==> config.mk <==
export PLATFORM = sky130hd
export DESIGN_NAME = nx_axi4s_unpacker_flat
export DESIGN_NICKNAME = d
export VERILOG_FILES = /design/src/rtl/nx_axi4s_unpacker_if.sv /design/src/rtl/nx_axi4s_unpacker.sv /design/src/flat_wrapper.sv
export SDC_FILE = /design/constraint.sdc
export NUM_CORES = 1
export LEC_CHECK = 0
export ABC_AREA = 1
export CAP_MARGIN = 20
export CELL_PAD_IN_SITES_DETAIL_PLACEMENT = 0
export CELL_PAD_IN_SITES_GLOBAL_PLACEMENT = 1
export CORE_MARGIN = 5
export CORE_UTILIZATION = 37
export CTS_BUF_LIST = sky130_fd_sc_hd__clkbuf_16
export CTS_CLUSTER_SIZE = 10
export DETAILED_ROUTE_END_ITERATION = 16
export MAX_ROUTING_LAYER = met4
export PLACE_DENSITY_LB_ADDON = 0.1
export SLEW_MARGIN = 10
export SYNTH_ARGS = -nofsm -noshare
export SYNTH_HDL_FRONTEND = slang
export SYNTH_SLANG_ARGS = --single-unit
==> constraint.sdc <==
create_clock -name i_clk -period 1.82 [get_ports i_clk]
set_clock_uncertainty 0.15 [all_clocks]
set_input_delay 0.364 -clock i_clk [delete_from_list [all_inputs] [get_ports i_clk]]
set_output_delay 0.364 -clock i_clk [all_outputs]
set_load 0.03 [all_outputs]
==> src/rtl/nx_axi4s_unpacker_if.sv <==
// Bundle for the slot-packed AXI4-stream input and the single-message output stream
// of nx_axi4s_unpacker. The slave modport is the unpacker's view.
interface nx_axi4s_unpacker_if #(
  parameter int AXI4_DATA_WIDTH = 64,
  parameter int MSG_WIDTH       = 31
);
  logic [AXI4_DATA_WIDTH-1:0] axi4s_tdata;
  logic                       axi4s_tlast;
  logic                       axi4s_tvalid;
  logic                       axi4s_tready;
  logic [MSG_WIDTH-1:0]       msg_data;
  logic                       msg_last;
  logic                       msg_valid;
  logic                       msg_ready;

  modport master (
    output axi4s_tdata, axi4s_tlast, axi4s_tvalid,
    input  axi4s_tready,
    input  msg_data, msg_last, msg_valid,
    output msg_ready
  );

  modport slave (
    input  axi4s_tdata, axi4s_tlast, axi4s_tvalid,
    output axi4s_tready,
    output msg_data, msg_last, msg_valid,
    input  msg_ready
  );
endinterface

==> src/rtl/nx_axi4s_unpacker.sv <==
// Unpacks slot-packed AXI4-stream beats into single messages, lowest present slot first.
// Optional NX_AXI4S_UNPACK_PIPE_EN: accept the next beat on the edge the current one drains.
module nx_axi4s_unpacker #(
  parameter int AXI4_DATA_WIDTH = 64,
  parameter int MSG_WIDTH       = 31
) (
  input  logic                 i_clk,
  input  logic                 i_rst_n,
  nx_axi4s_unpacker_if.slave   bus,
  input  logic                 i_err_clr,
  output logic [1:0]           o_err,
  output logic [31:0]          o_msg_count
);
  localparam int SLOT_WIDTH = MSG_WIDTH + 1;
  localparam int A2N_RATIO  = AXI4_DATA_WIDTH / SLOT_WIDTH;

  localparam logic [0:0] ST_IDLE  = 1'b0;
  localparam logic [0:0] ST_DRAIN = 1'b1;

  logic [0:0]           state_reg;
  logic [A2N_RATIO-1:0] mask_reg;
  logic                 last_reg;
  logic [MSG_WIDTH-1:0] slot_reg [A2N_RATIO];
  logic [MSG_WIDTH-1:0] msg_data_reg;
  logic                 msg_last_reg;
  logic                 msg_valid_reg;
  logic [1:0]           err_reg;
  logic [31:0]          count_reg;

  logic [A2N_RATIO-1:0] in_mask;
  logic [A2N_RATIO-1:0] in_mask_inc;
  logic [MSG_WIDTH-1:0] in_data [A2N_RATIO];
  logic [A2N_RATIO-1:0] mask_after;
  logic [MSG_WIDTH-1:0] sel_data_next;
  logic                 advance;
  logic                 release_beat;
  logic                 tready;
  logic                 hs;
  logic                 in_empty;
  logic                 in_gap;
  logic [1:0]           err_set;

  generate
    for (genvar gi = 0; gi < A2N_RATIO; gi++) begin : g_slot
      assign in_mask[gi] = bus.axi4s_tdata[(gi+1)*SLOT_WIDTH-1];
      assign in_data[gi] = bus.axi4s_tdata[gi*SLOT_WIDTH +: MSG_WIDTH];
    end
  endgenerate

  // m & (m-1) drops the lowest set bit: that slot is the one being delivered.
  assign mask_after = mask_reg & (mask_reg - A2N_RATIO'(1));

  always_comb begin
    sel_data_next = '0;
    for (int i = A2N_RATIO - 1; i >= 0; i--) begin
      if (mask_reg[i]) sel_data_next = slot_reg[i];
    end
  end

  assign advance      = !msg_valid_reg || bus.msg_ready;
  assign release_beat = (state_reg == ST_DRAIN) && advance && (mask_after == '0);

`ifdef NX_AXI4S_UNPACK_PIPE_EN
  assign tready = (state_reg == ST_IDLE) || release_beat;
`else
  assign tready = (state_reg == ST_IDLE);
`endif

  assign hs          = bus.axi4s_tvalid && tready;
  assign in_empty    = (in_mask == '0);
  // A contiguous-from-slot-0 mask plus one is a power of two, so this is zero only without gaps.
  assign in_mask_inc = in_mask + A2N_RATIO'(1);
  assign in_gap      = ((in_mask & in_mask_inc) != '0);
  assign err_set     = hs ? {in_gap, in_empty} : 2'b00;

  always_ff @(posedge i_clk or negedge i_rst_n) begin
    if (!i_rst_n) begin
      state_reg     <= ST_IDLE;
      mask_reg      <= '0;
      last_reg      <= 1'b0;
      msg_data_reg  <= '0;
      msg_last_reg  <= 1'b0;
      msg_valid_reg <= 1'b0;
      err_reg       <= 2'b00;
      count_reg     <= '0;
      for (int i = 0; i < A2N_RATIO; i++) slot_reg[i] <= '0;
    end else begin
      if (advance) begin
        if (state_reg == ST_DRAIN) begin
          msg_data_reg  <= sel_data_next;
          msg_valid_reg <= 1'b1;
          msg_last_reg  <= last_reg && (mask_after == '0);
          mask_reg      <= mask_after;
        end else begin
          msg_valid_reg <= 1'b0;
        end
      end

      // Capture overrides the release above when both land on the same edge.
      if (hs && !in_empty) begin
        state_reg <= ST_DRAIN;
        mask_reg  <= in_mask;
        last_reg  <= bus.axi4s_tlast;
        slot_reg  <= in_data;
      end else if (release_beat) begin
        state_reg <= ST_IDLE;
      end

      if (i_err_clr && (err_set == 2'b00)) err_reg <= 2'b00;
      else                                 err_reg <= err_reg | err_set;

      if (msg_valid_reg && bus.msg_ready) count_reg <= count_reg + 32'd1;
    end
  end

  assign bus.axi4s_tready = tready;
  assign bus.msg_data     = msg_data_reg;
  assign bus.msg_last     = msg_last_reg;
  assign bus.msg_valid    = msg_valid_reg;
  assign o_err            = err_reg;
  assign o_msg_count      = count_reg;
endmodule

==> src/flat_wrapper.sv <==
// flat-port wrapper written by rule: the top's interface ports become plain ports
module nx_axi4s_unpacker_flat 
#(
  parameter int AXI4_DATA_WIDTH = 64,
  parameter int MSG_WIDTH       = 31
)
  (i_clk, i_rst_n, i_err_clr, o_err, o_msg_count, bus_axi4s_tdata, bus_axi4s_tlast, bus_axi4s_tvalid, bus_axi4s_tready, bus_msg_data, bus_msg_last, bus_msg_valid, bus_msg_ready);
  nx_axi4s_unpacker_if #(.AXI4_DATA_WIDTH(AXI4_DATA_WIDTH), .MSG_WIDTH(MSG_WIDTH)) bus_i ();
  input  logic i_clk;
  input  logic i_rst_n;
  input  logic i_err_clr;
  output logic [1:0] o_err;
  output logic [31:0] o_msg_count;
  input wire logic [$bits(bus_i.axi4s_tdata)-1:0] bus_axi4s_tdata;
  input wire logic [$bits(bus_i.axi4s_tlast)-1:0] bus_axi4s_tlast;
  input wire logic [$bits(bus_i.axi4s_tvalid)-1:0] bus_axi4s_tvalid;
  output wire logic [$bits(bus_i.axi4s_tready)-1:0] bus_axi4s_tready;
  output wire logic [$bits(bus_i.msg_data)-1:0] bus_msg_data;
  output wire logic [$bits(bus_i.msg_last)-1:0] bus_msg_last;
  output wire logic [$bits(bus_i.msg_valid)-1:0] bus_msg_valid;
  input wire logic [$bits(bus_i.msg_ready)-1:0] bus_msg_ready;
  assign bus_i.axi4s_tdata = bus_axi4s_tdata;
  assign bus_i.axi4s_tlast = bus_axi4s_tlast;
  assign bus_i.axi4s_tvalid = bus_axi4s_tvalid;
  assign bus_axi4s_tready = bus_i.axi4s_tready;
  assign bus_msg_data = bus_i.msg_data;
  assign bus_msg_last = bus_i.msg_last;
  assign bus_msg_valid = bus_i.msg_valid;
  assign bus_i.msg_ready = bus_msg_ready;
  nx_axi4s_unpacker #(.AXI4_DATA_WIDTH(AXI4_DATA_WIDTH), .MSG_WIDTH(MSG_WIDTH)) u_core (.i_clk(i_clk), .i_rst_n(i_rst_n), .bus(bus_i), .i_err_clr(i_err_clr), .o_err(o_err), .o_msg_count(o_msg_count));
endmodule
After elaboration in Yosys (flattened, before gate mapping). Cells that the tools add are included.

Output and inout port bits: 68. Word-level logic and storage cells: 46. Input bits: 70. Register bits after elaboration: 133.

Add/subtract/negate cells: 3. Reduce and logical (&&, ||, !) cells: 19. Mux-type cells: 10. Bitwise gates (word level): 4.

Operators by type and width (count): $mux W31 (2); $add A32 B1 Y32 const B (1); $mux W2 (5); $reduce_bool A2 Y1 (4); $logic_and A1 B1 Y1 (7); $logic_not A2 Y1 (3); $and A2 B2 Y2 (2); $reduce_and A2 Y1 (2); $mux W1 (3); $add A2 B1 Y2 const B (1); $logic_not A1 Y1 (2); $or A2 B2 Y2 (1); $sub A2 B1 Y2 const B (1); $logic_or A1 B1 Y1 (1); $not A1 Y1 (1).

Logic depth before layout (Yosys ltp).
Depth after elaboration: 7. Gate-level depth with buffers: 9. Mapped depth without buffers: 9.

Worst setup path before layout. Ideal clock, no wire load.

Path type: flip-flop to flip-flop. Start point: register u_core.count_reg[1] (netlist: u_core.o_msg_count[1]). End point: register u_core.count_reg[24] (netlist: u_core.o_msg_count[24]). Data required time: 1.549 ns. Setup slack: 0.090 ns. Stages on the path, launching flop included: 9. Arrival time: 1.459 ns. Clock period less this slack: 1.730 ns. Buffers on the path: 0. Library setup time: 0.121 ns. Cells stage by stage: dfrtp_1 -> ha_1 -> nand2_1 -> nor2_2 -> nand2_2 -> nor2_4 -> nand2_2 -> o21ai_1 -> nand2_1.

Cells in the longest elaborated chain, start to end: 1.

Ends and longest elaborated chain: from (decl) (RTL line nx_axi4s_unpacker.sv:28) `logic [31:0] count_reg;`; from (signal assigned) (RTL line nx_axi4s_unpacker.sv:112) `if (msg_valid_reg && bus.msg_ready) count_reg <= count_reg + 32'd1;`; $add A32 B1 Y32 (RTL line nx_axi4s_unpacker.sv:112).

No other way between the ends. A chain may end at the register's enable or synchronous reset.

Worst setup path after layout.
Start point: register u_core.count_reg[8] (netlist: u_core.o_msg_count[8]). End point: output o_msg_count[8].

RTL lines: to (decl) (RTL line flat_wrapper.sv:13) `output logic [31:0] o_msg_count;`.

No word-level cell between the ends.

==> flow_summary.ini <==
[outcome]
status = finished, final reports clean

[floorplanning]
die-area_mm2 = 0.0185
core_mm2 = 0.0157
ios = 138
die_h_um = 136
initial_core_util_pct = 37.3
fp.dieW_um = 136
rows = 46

[global_route]
grt_max_degree = 44
antenna_found_initial = 0
overflow = 0
track_usage_pct = 18.7
grt_pass1_wl_mm = 26.3
grt_pass1_vias = 5270

[final_layout]
largest_reg_flops = 62
final_cell_mix = nand2_1, dfrtp_1, clkdlybuf4s50_1
final_common_cell = nand2_1
nFillCells = 1513
fin_cells = 1092
final_nets = 934
design_area_mm2 = 0.00829
antenna_cells = 0
drive_gt1_share_pct = 11.1
syn_to_final_growth_pct = 41.5

[sta]
hold_viol_final = 0
max_slew_margin_pct = 69.9
setup_violations = 0
worst_pin_slew_ps = 449
slew_viol_final = 0
fin_crit_ps = 1770
rsz0062_at_grt = no
layout_worst_path_cycle_share_pct = 97.4
fmax_mhz = 564

[drt]
first_iter_violations = 275
viasPerCell = 4.69
wire_per_inst_um = 14.9
num_vias = 5120
drc = 0
wl_mm = 16.2
dr.pass1.iters = 6
antenna_left = 0

[clocking]
cts_root_buf = clkbuf_16
cts_sinks = 133
numCtsBuffers = 17
cts_tree = yes
cts.clk_slew.worst_paths_ps = 60
htreeDepth = 4
clock_path_buffers = 2
clk_latency_ps = 410

[place]
placed_cells = 1058
portBuffers = 137
postPlaceCellArea_mm2 = 0.00776
dp.final_hpwl_mm = 11.4
gp_congestion = 0.843

[setup_path]
critPathMaxStageDelay_ps = 430
cp.required_ps = 1310
worstPathBufferInverterCount = 1
rr_worst_depth = 8
critPathMaxFanout = 4
timing.rr.start = u_core.o_msg_count[0]
crit_path_end_kind = output pin
start_kind = register
cp_slowest_cell = dlygate4sd2_1
critPathKind = register to output pin
worstPathArrival_ps = 1260
crit_family = buffers and inverters
cp_cell_sequence = dlygate4sd2_1
ff2ff_setup_slack_ps = 160
r2r-end = u_core.o_msg_count[24]

[power]
pwr-share-clk_pct = 27.4
power.total_mw = 12.5
vdd_drop_max_uv = 808
seqPwrFrac_pct = 37.5
p_leak_nw = 4.09
switching_share_pct = 37.8
power.density_mw_per_mm2 = 1510
p_sw_mw = 4.73
pwr-share-comb_pct = 35.1
p_int_mw = 7.77

[synthesis]
ys_types = 26
yosys-top-cells-area = dfrtp_1, nand2_1, a21oi_1, nor2_1, inv_1
ys_seq_elements = 133
synth_area_leader_cell = dfrtp_1
syn-num-nets = 766
syn_inst = 695
yosysTopAreaCellShare_pct = 56.8
synth_area_mm2 = 0.00586
syn_area_per_cell_um2 = 8.43
yosysWarnings = 0
yosysSeqAreaShare_pct = 56.8

[run]
drv_cap = 0

[min_path]
hold_class = input pin to async pin
[logic make-up after synthesis]
group,synth area share (%)
buf+inv,5.78
compound gates,7.68
fa+ha+maj,0.213
flops,56.8
xor+xnor,2.84
simple gates,26.7
[worst register-to-register path, stage by stage (launching register included)]
cell     delay, ps
dfrtp_2        410
ha_1           180
nand2_1         70
nor2_2         150
nand2_2        110
nor2_4         170
nand2_2        100
o21ai_1        140
nand2_1         60
[power by group through the flow]
stage | sequential (mW) | clock, mW | combinational (mW)
after floorplan | 5.29 | 0 | 2.07
after global placement | 4.72 | 0 | 4.60
after detailed placement | 4.74 | 0 | 4.68
after CTS | 4.69 | 3.51 | 4.43
after global routing | 4.82 | 3.65 | 4.88
final | 4.69 | 3.43 | 4.38
[worst max path at each step]
stage                                 startpoint                endpoint  slack (ps)  cells after the start
after CTS                  u_core.o_msg_count[4]          o_msg_count[4]           8                      1
after detailed placement           bus_msg_ready  u_core.o_msg_count[26]        -140                      8
after global routing      u_core.o_msg_count[25]         o_msg_count[25]         0.5                      1
after global placement             bus_msg_ready   u_core.o_msg_count[5]        -100                      6
after floorplan            u_core.o_msg_count[1]  u_core.o_msg_count[24]          90                      8
final                      u_core.o_msg_count[8]          o_msg_count[8]          50                      1
[layer usage]
layer	wire length (um)	part of all wire [%]	GRT usage (%)
met1	7280	45	23.3
met2	7950	49	30.1
met3	737	4.5	4.37
met4	252	1.6	6.89
met5	0	0	-
[cells in the mapped netlist]
library cell	instances
nand2_1	246
dfrtp_1	133
nor2_1	57
inv_1	50
a21oi_1	46
o21ai_0	36
nand3_1	25
buf_2	15
nand4_1	12
xnor2_1	11
clkbuf_1	9
xor2_1	8
nand2_2	7
nor2_4	6
nor3_1	6
nor2_2	5
o21ai_1	5
inv_2	4
buf_4	3
nand3b_1	3
and2_1	2
nand3_2	2
a22o_1	1
a31oi_1	1
clkinv_2	1
ha_1	1
[per-stage QoR]
step / util (%) / hold slack [ps] / TNS, ps / worst slack (ps)
6_report: 52.8 / 271 / 0 / 47.9
3_3_place_gp: 49.4 / 132 / -1400 / -102
4_1_cts: 52.7 / 266 / 0 / 7.75
2_1_floorplan: - / -81.6 / 0 / 90.0
3_5_place_dp: 49.4 / 136 / -2510 / -137
5_1_grt: 52.8 / 302 / 0 / 0.456
[layout make-up]
type	count	area [um2]	share of cell area [%]
flip-flops and latches	133	3330	40.2
multi-input cells	480	2200	26.5
repair buffers	176	1690	20.4
clock buffers	17	425	5.13
well taps	216	270	3.26
inverters	55	208	2.50
clock inverters	15	165	1.99
[timing repair]
action	4_1_cts	5_1_grt
pin swaps	0	0
hold buffers	1	0
setup endpoints to repair	68	14
gates resized for setup	71	12
endpoints found under the hold margin	29	0
buffers inserted	0	1
No activity file was read; power rests on OpenSTA's default activity.
